===== src/rtl/axi4lite_regbank_v2.sv =====
// AXI4-Lite register bank: ID/CONFIG/SCRATCH header, RW control words at 0x100,
// RO status words at 0x200, with byte-lane writes, SLVERR decode and user strobes.
module axi4lite_regbank_v2 #(
    parameter int unsigned NOF_REGOUT = 4,
    parameter int unsigned NOF_REGIN  = 4,
    parameter int unsigned ADDR_W     = 12,
    parameter logic [31:0] ID_VALUE   = 32'hDEADBEEF,
    parameter logic [31:0] REGOUT_RST = 32'h0
) (
    input  logic                         aclk,
    input  logic                         areset,
    input  logic                         ctrl_arvalid,
    output logic                         ctrl_arready,
    input  logic [ADDR_W-1:0]            ctrl_araddr,
    output logic                         ctrl_rvalid,
    input  logic                         ctrl_rready,
    output logic [31:0]                  ctrl_rdata,
    output logic [1:0]                   ctrl_rresp,
    input  logic                         ctrl_awvalid,
    output logic                         ctrl_awready,
    input  logic [ADDR_W-1:0]            ctrl_awaddr,
    input  logic                         ctrl_wvalid,
    output logic                         ctrl_wready,
    input  logic [31:0]                  ctrl_wdata,
    input  logic [3:0]                   ctrl_wstrb,
    output logic                         ctrl_bvalid,
    input  logic                         ctrl_bready,
    output logic [1:0]                   ctrl_bresp,
    output logic [NOF_REGOUT-1:0][31:0]  reg_out,
    input  logic [NOF_REGIN-1:0][31:0]   reg_in,
    output logic [NOF_REGOUT-1:0]        reg_wr_pulse,
    output logic [NOF_REGIN-1:0]         reg_rd_pulse
);
    localparam int unsigned WA_W = ADDR_W - 2;
    localparam int unsigned PG_W = ADDR_W - 8;
    localparam logic [1:0] RESP_OKAY   = 2'b00;
    localparam logic [1:0] RESP_SLVERR = 2'b10;

    typedef struct packed {
        logic        err;
        logic [31:0] data;
    } rd_rsp_t;

    logic                        aw_full_q;
    logic [WA_W-1:0]             awaddr_q;
    logic                        w_full_q;
    logic [31:0]                 wdata_q;
    logic [3:0]                  wstrb_q;
    logic                        bvalid_q;
    logic [1:0]                  bresp_q;
    logic                        rvalid_q;
    logic [31:0]                 rdata_q;
    logic [1:0]                  rresp_q;
    logic [31:0]                 scratch_q;
    logic [NOF_REGOUT-1:0][31:0] reg_out_q;
    logic [NOF_REGOUT-1:0]       wr_pulse_q;
    logic [NOF_REGIN-1:0]        rd_pulse_q;

    // Readies come from state only, so no valid-to-ready combinational path exists.
    assign ctrl_arready = !areset && !rvalid_q;
    assign ctrl_awready = !areset && !aw_full_q;
    assign ctrl_wready  = !areset && !w_full_q;

    assign ctrl_rvalid  = rvalid_q;
    assign ctrl_rdata   = rdata_q;
    assign ctrl_rresp   = rresp_q;
    assign ctrl_bvalid  = bvalid_q;
    assign ctrl_bresp   = bresp_q;
    assign reg_out      = reg_out_q;
    assign reg_wr_pulse = wr_pulse_q;
    assign reg_rd_pulse = rd_pulse_q;

    logic aw_hs, w_hs, ar_hs, commit;
    assign aw_hs  = ctrl_awvalid && ctrl_awready;
    assign w_hs   = ctrl_wvalid && ctrl_wready;
    assign ar_hs  = ctrl_arvalid && ctrl_arready;
    assign commit = aw_full_q && w_full_q && !bvalid_q;

    logic unused_addr_lsbs;
    assign unused_addr_lsbs = ^{ctrl_araddr[1:0], ctrl_awaddr[1:0]};

    function automatic logic [31:0] merge(input logic [31:0] old_v, input logic [31:0] new_v,
                                          input logic [3:0] strb);
        logic [31:0] m;
        m = old_v;
        for (int b = 0; b < 4; b++)
            if (strb[b]) m[8*b +: 8] = new_v[8*b +: 8];
        return m;
    endfunction

    logic [PG_W-1:0]       wpage;
    logic [5:0]            woff;
    logic                  wr_err_c;
    logic                  scratch_wr_c;
    logic [NOF_REGOUT-1:0] wr_sel_c;

    assign wpage = awaddr_q[WA_W-1:6];
    assign woff  = awaddr_q[5:0];

    // Header page writes other than SCRATCH are silently dropped with OKAY.
    always_comb begin
        wr_err_c     = 1'b1;
        scratch_wr_c = 1'b0;
        wr_sel_c     = '0;
        if (wpage == '0) begin
            wr_err_c     = 1'b0;
            scratch_wr_c = (woff == 6'd2);
        end else if (wpage == PG_W'(1)) begin
            for (int i = 0; i < NOF_REGOUT; i++)
                if (woff == 6'(i)) begin
                    wr_sel_c[i] = 1'b1;
                    wr_err_c    = 1'b0;
                end
        end
    end

    logic [PG_W-1:0]      rpage;
    logic [5:0]           roff;
    rd_rsp_t              rd_c;
    logic [NOF_REGIN-1:0] rd_sel_c;

    assign rpage = ctrl_araddr[ADDR_W-1:8];
    assign roff  = ctrl_araddr[7:2];

    always_comb begin
        rd_c.err  = 1'b1;
        rd_c.data = '0;
        rd_sel_c  = '0;
        if (rpage == '0) begin
            rd_c.err = 1'b0;
            case (roff)
                6'd0:    rd_c.data = ID_VALUE;
                6'd1:    rd_c.data = {16'(NOF_REGIN), 16'(NOF_REGOUT)};
                6'd2:    rd_c.data = scratch_q;
                default: rd_c.data = '0;
            endcase
        end else if (rpage == PG_W'(1)) begin
            for (int i = 0; i < NOF_REGOUT; i++)
                if (roff == 6'(i)) begin
                    rd_c.err  = 1'b0;
                    rd_c.data = reg_out_q[i];
                end
        end else if (rpage == PG_W'(2)) begin
            for (int i = 0; i < NOF_REGIN; i++)
                if (roff == 6'(i)) begin
                    rd_c.err    = 1'b0;
                    rd_c.data   = reg_in[i];
                    rd_sel_c[i] = 1'b1;
                end
        end
    end

    always_ff @(posedge aclk) begin
        if (areset) begin
            aw_full_q  <= 1'b0;
            awaddr_q   <= '0;
            w_full_q   <= 1'b0;
            wdata_q    <= '0;
            wstrb_q    <= '0;
            bvalid_q   <= 1'b0;
            bresp_q    <= RESP_OKAY;
            rvalid_q   <= 1'b0;
            rdata_q    <= '0;
            rresp_q    <= RESP_OKAY;
            scratch_q  <= '0;
            reg_out_q  <= {NOF_REGOUT{REGOUT_RST}};
            wr_pulse_q <= '0;
            rd_pulse_q <= '0;
        end else begin
            wr_pulse_q <= '0;
            rd_pulse_q <= '0;

            if (commit) begin
                aw_full_q  <= 1'b0;
                w_full_q   <= 1'b0;
                bvalid_q   <= 1'b1;
                bresp_q    <= wr_err_c ? RESP_SLVERR : RESP_OKAY;
                wr_pulse_q <= wr_sel_c;
                if (scratch_wr_c)
                    scratch_q <= merge(scratch_q, wdata_q, wstrb_q);
                for (int i = 0; i < NOF_REGOUT; i++)
                    if (wr_sel_c[i])
                        reg_out_q[i] <= merge(reg_out_q[i], wdata_q, wstrb_q);
            end else if (bvalid_q && ctrl_bready) begin
                bvalid_q <= 1'b0;
            end

            if (aw_hs) begin
                aw_full_q <= 1'b1;
                awaddr_q  <= ctrl_awaddr[ADDR_W-1:2];
            end
            if (w_hs) begin
                w_full_q <= 1'b1;
                wdata_q  <= ctrl_wdata;
                wstrb_q  <= ctrl_wstrb;
            end

            if (ar_hs) begin
                rvalid_q   <= 1'b1;
                rdata_q    <= rd_c.data;
                rresp_q    <= rd_c.err ? RESP_SLVERR : RESP_OKAY;
                rd_pulse_q <= rd_sel_c;
            end else if (rvalid_q && ctrl_rready) begin
                rvalid_q <= 1'b0;
            end
        end
    end

endmodule


===== config.mk =====
export PLATFORM = sky130hd
export DESIGN_NAME = axi4lite_regbank_v2
export DESIGN_NICKNAME = d
export VERILOG_FILES = /design/src/rtl/axi4lite_regbank_v2.sv
export SDC_FILE = /design/constraint.sdc
export NUM_CORES = 1
export LEC_CHECK = 0
export ABC_CLOCK_PERIOD_IN_PS = 2050
export BUFFER_PORTS_ARGS = -buffer_cell sky130_fd_sc_hd__buf_4
export CAP_MARGIN = 10
export CORE_ASPECT_RATIO = 0.6
export CORE_MARGIN = 5
export CORE_UTILIZATION = 40
export CTS_CLUSTER_DIAMETER = 30
export CTS_CLUSTER_SIZE = 25
export DETAILED_ROUTE_END_ITERATION = 6
export PLACE_DENSITY = 0.78
export SYNTH_ARGS = -nofsm -noshare
export SYNTH_HDL_FRONTEND = slang
export SYNTH_SLANG_ARGS = --single-unit

===== constraint.sdc =====
create_clock -name aclk -period 2.05 [get_ports aclk]
set_input_delay 0.41 -clock aclk [delete_from_list [all_inputs] [get_ports aclk]]
set_output_delay 0.41 -clock aclk [all_outputs]
set_load 0.02 [all_outputs]

==> summary.md <==
| Metric | Value |
|---|---|
| Crit start category | `register` |
| Post-Synthesis Cells | `1,256` |
| Global-route wire length before repair | `73,080 um` |
| Port Buffers | `365` |
| YS warnings | `0` |
| CTS Buf Count | `47` |
| Minimum hold slack | `62.12 ps` |
| Largest family of logic cells by synthesized area | `simple AND/OR/NAND/NOR gates` |
| Number of clock sinks | `252` |
| Maximum clock insertion buffer count | `3` |
| Post-route minimum period | `1927 ps` |
| Antenna violations before repair | `5` |
| Total core area | `30,040 um^2` |
| Synth Area per Inst | `9.747 um^2` |
| Routed WL per cell | `23.44 um` |
| Iter 0 DRT Violations | `897` |
| Max IR drop VDD | `464.1 uV` |
| Final ANT Viol Nets | `0` |
| Htree depth | `2` |
| Worst Hold Class | `in2reg` |
| Clock slew at reported path FFs | `50 ps` |
| Clock latency on the worst-skew pair | `550 ps` |
| EDFF count, synth | `0` |
| Worst path arrival time | `2330 ps` |
| Initial core utilization | `40.75%` |
| Detailed placer's ending HPWL | `36,950 um` |
| Placed cells | `2,006` |
| Synth area leader | `dfxtp_1` |
| Unrepaired setup endpoints after global routing | `no` |
| Final Slew Violations | `0` |
| Leakage power | `7.894 nW` |
| Netlist cell types | `61` |
| WL final | `49,090 um` |
| Gpl congestion | `0.8732` |
| Pin count of the biggest net entering global routing | `97` |
| Row cnt | `49` |
| Layout Cells excl Fill | `2,094` |
| Max Cap Viol | `0` |
| Io pins | `372` |
| TritonCTS clock tree | `built` |
| Pwr dens | `822.3 nW/um^2` |
| Vias | `11.46k` |
| Share of layout cells above drive strength 1 | `36.44%` |
| DR DRC count | `0` |
| Fraction of registers with async set/reset | `0%` |
| Post-synthesis sequential area ratio | `41.21%` |
| Die Y | `145.5 um` |
| Post-synth top flop | `dfxtp_1` |
| Status | `finished clean` |
| Crit. End Element | `register` |
| Required @ worst endpoint | `2450 ps` |
| Synth Area in XOR/XNOR | `0%` |
| Root Driver | `clkbuf_16` |
| Post-synth top area share | `41.21%` |
| Tot GR Track Use | `27.29%` |
| Nets | `1,842` |
| Synth top area cells | `dfxtp_1 41%, mux2i_1 14%, nand2b_1 11%` |
| Crit-path slowest cell | `or4_4` |
| Max FO, Critical Path | `8` |
| Die ar. | `34,320 um^2` |
| Mapped Area | `12,240 um^2` |
| Endpoints failing hold | `0` |
| CP max stage delay | `580 ps` |
| Initial DRT Pass Iterations | `5` |
| Final Setup Violations | `0` |
| Multiplexer share of the synthesized area | `19.11%` |
| Synth Area in Compound Gates | `15.00%` |
| Adder-cell share of the synthesized area | `0.08177%` |
| Register bit count reported by yosys | `252` |
| F_max | `519.0 MHz` |
| Synthesis-to-finish area growth | `43.08%` |
| Cts hold-fix bufs | `0` |
| Grt ovf | `0` |
| Layout Skew | `23.37 ps` |
| Synth Area in Simple Gates | `20.65%` |
| Critical path class | `reg2reg` |
| Worst R2R Setup Slack | `120 ps` |
| Chip width | `235.8 um` |
| Fin crit share | `93.99%` |
| Vias in the first global route | `11.45k` |
| Via density | `5.470` |
| Cell chain of the critical path | `or4_4 -> nor3b_2 -> buf_12 -> nand3_4 -> mux2i_1` |
-- cell families (layout without fill, tap and decap cells) --
group           Yosys count  count (layout)
compound gates          263             263
flops                   252             252
other cells               1               3
buf+inv                 105             533
mux                     221             221
simple gates            413             413
fa+ha+maj                 1               1
-- synthesized netlist by cell type (8+ instances only) --
cell	n
a2111oi_1	8
a2111oi_2	9
a211o_1	8
a21oi_1	41
a31oi_1	23
and3_1	9
buf_2	20
buf_4	8
clkbuf_1	67
dfxtp_1	252
mux2_2	42
mux2i_1	173
nand2_1	55
nand2b_1	210
nand3_1	14
nand3_4	8
nor2_1	39
nor3_1	8
o211ai_1	26
o21ai_0	78
o22a_1	38
or3_1	30
-- layout by cell type, fill, tap and decap left out, types with 6 or more instances in the layout --
master	netlist	layout
nor3_1	8	7
nand2b_1	210	209
o22a_1	38	38
a21oi_1	41	41
nand3_4	8	9
a2111oi_1	8	8
a31oi_1	23	23
nand2_1	55	55
o21ai_0	78	78
dfxtp_1	252	252
a2111oi_2	9	9
clkbuf_16	0	47
or3_1	30	30
nand3_1	14	14
o211ai_1	26	26
mux2i_1	173	173
nor2_1	39	39
buf_4	8	425
clkinvlp_4	0	7
and3_1	9	9
buf_12	0	18
clkbuf_1	67	6
clkbuf_8	0	11
a211o_1	8	8
mux4_2	6	6
mux2_2	42	42
-- final cells by class --
| type | instances | area [um^2] |
|---|---|---|
| Clock buffer | 64 | 1350 |
| Multi-Input combinational cell | 900 | 6750 |
| Sequential cell | 252 | 5045 |
| Antenna cell | 1 | 2.502 |
| Clock inverter | 23 | 287.8 |
| Inverter | 2 | 7.507 |
| Timing Repair Buffer | 444 | 3562 |
| Fill cell | 2603 | 12530 |
| Tap cell | 408 | 510.5 |
-- path summary, 6_finish.rpt --
check	start	to	depth (start not counted)
setup reg to reg	awaddr_q[2]	reg_out[65]	5
setup / recovery	awaddr_q[2]	reg_out[65]	5
hold / removal	ctrl_wdata[15]	wdata_q[15]	3
hold reg to reg	awaddr_q[7]	awaddr_q[7]	2
-- worst max-delay path: cells and delay by family (launching register included) --
family	cells	cell delay (ps)
mux	1	190
simple gates	3	1070
buf+inv	1	200
flops	1	320
-- metrics by stage --
stage	cell area, um^2	worst slack, ps	total power, mW	setup TNS (ps)	util (%)
2_1_floorplan	12250	99.71	5.838	0	-
3_3_place_gp	15870	-114.3	6.528	-1510	52.82
3_5_place_dp	15870	-180.6	6.551	-2431	52.82
4_1_cts	17510	51.91	14.50	0	58.27
5_1_grt	17520	28.86	14.83	0	58.30
6_report	17520	123.2	14.40	0	58.30
-- where the power goes --
group	internal (mW)	switching, mW	total [mW]	leakage [nW]
clock	5.25	2.68	7.93	0.784
sequential	5.02	0.0734	5.09	2.04
combinational	0.679	0.705	1.38	5.07
total	10.9	3.46	14.4	7.89
-- layer usage --
layer	part of all wire, %	global-route usage (%)	vias to the layer above	routed length [um]
li1	-	-	5328	-
met1	44	37.27	5483	21650
met2	42	40.52	537	20840
met3	10	10.11	99	5104
met4	3.0	7.976	8	1452
met5	0.088	0	-	43
-- state kept, by name (all words and copies together) (netlist names), 4 cells and up --
name	flops
reg_out	128
ctrl_rdata	32
scratch_q	32
wdata_q	32
awaddr_q	10
reg_rd_pulse	4
reg_wr_pulse	4
wstrb_q	4
-- repair_timing --
item / CTS / global route
buffers inserted: 0 / 0
endpoints found under the setup margin: 0 / 1
resized for setup: 0 / 1
endpoints found under the hold margin: 0 / 0
No activity file was read; power rests on OpenSTA's default activity.
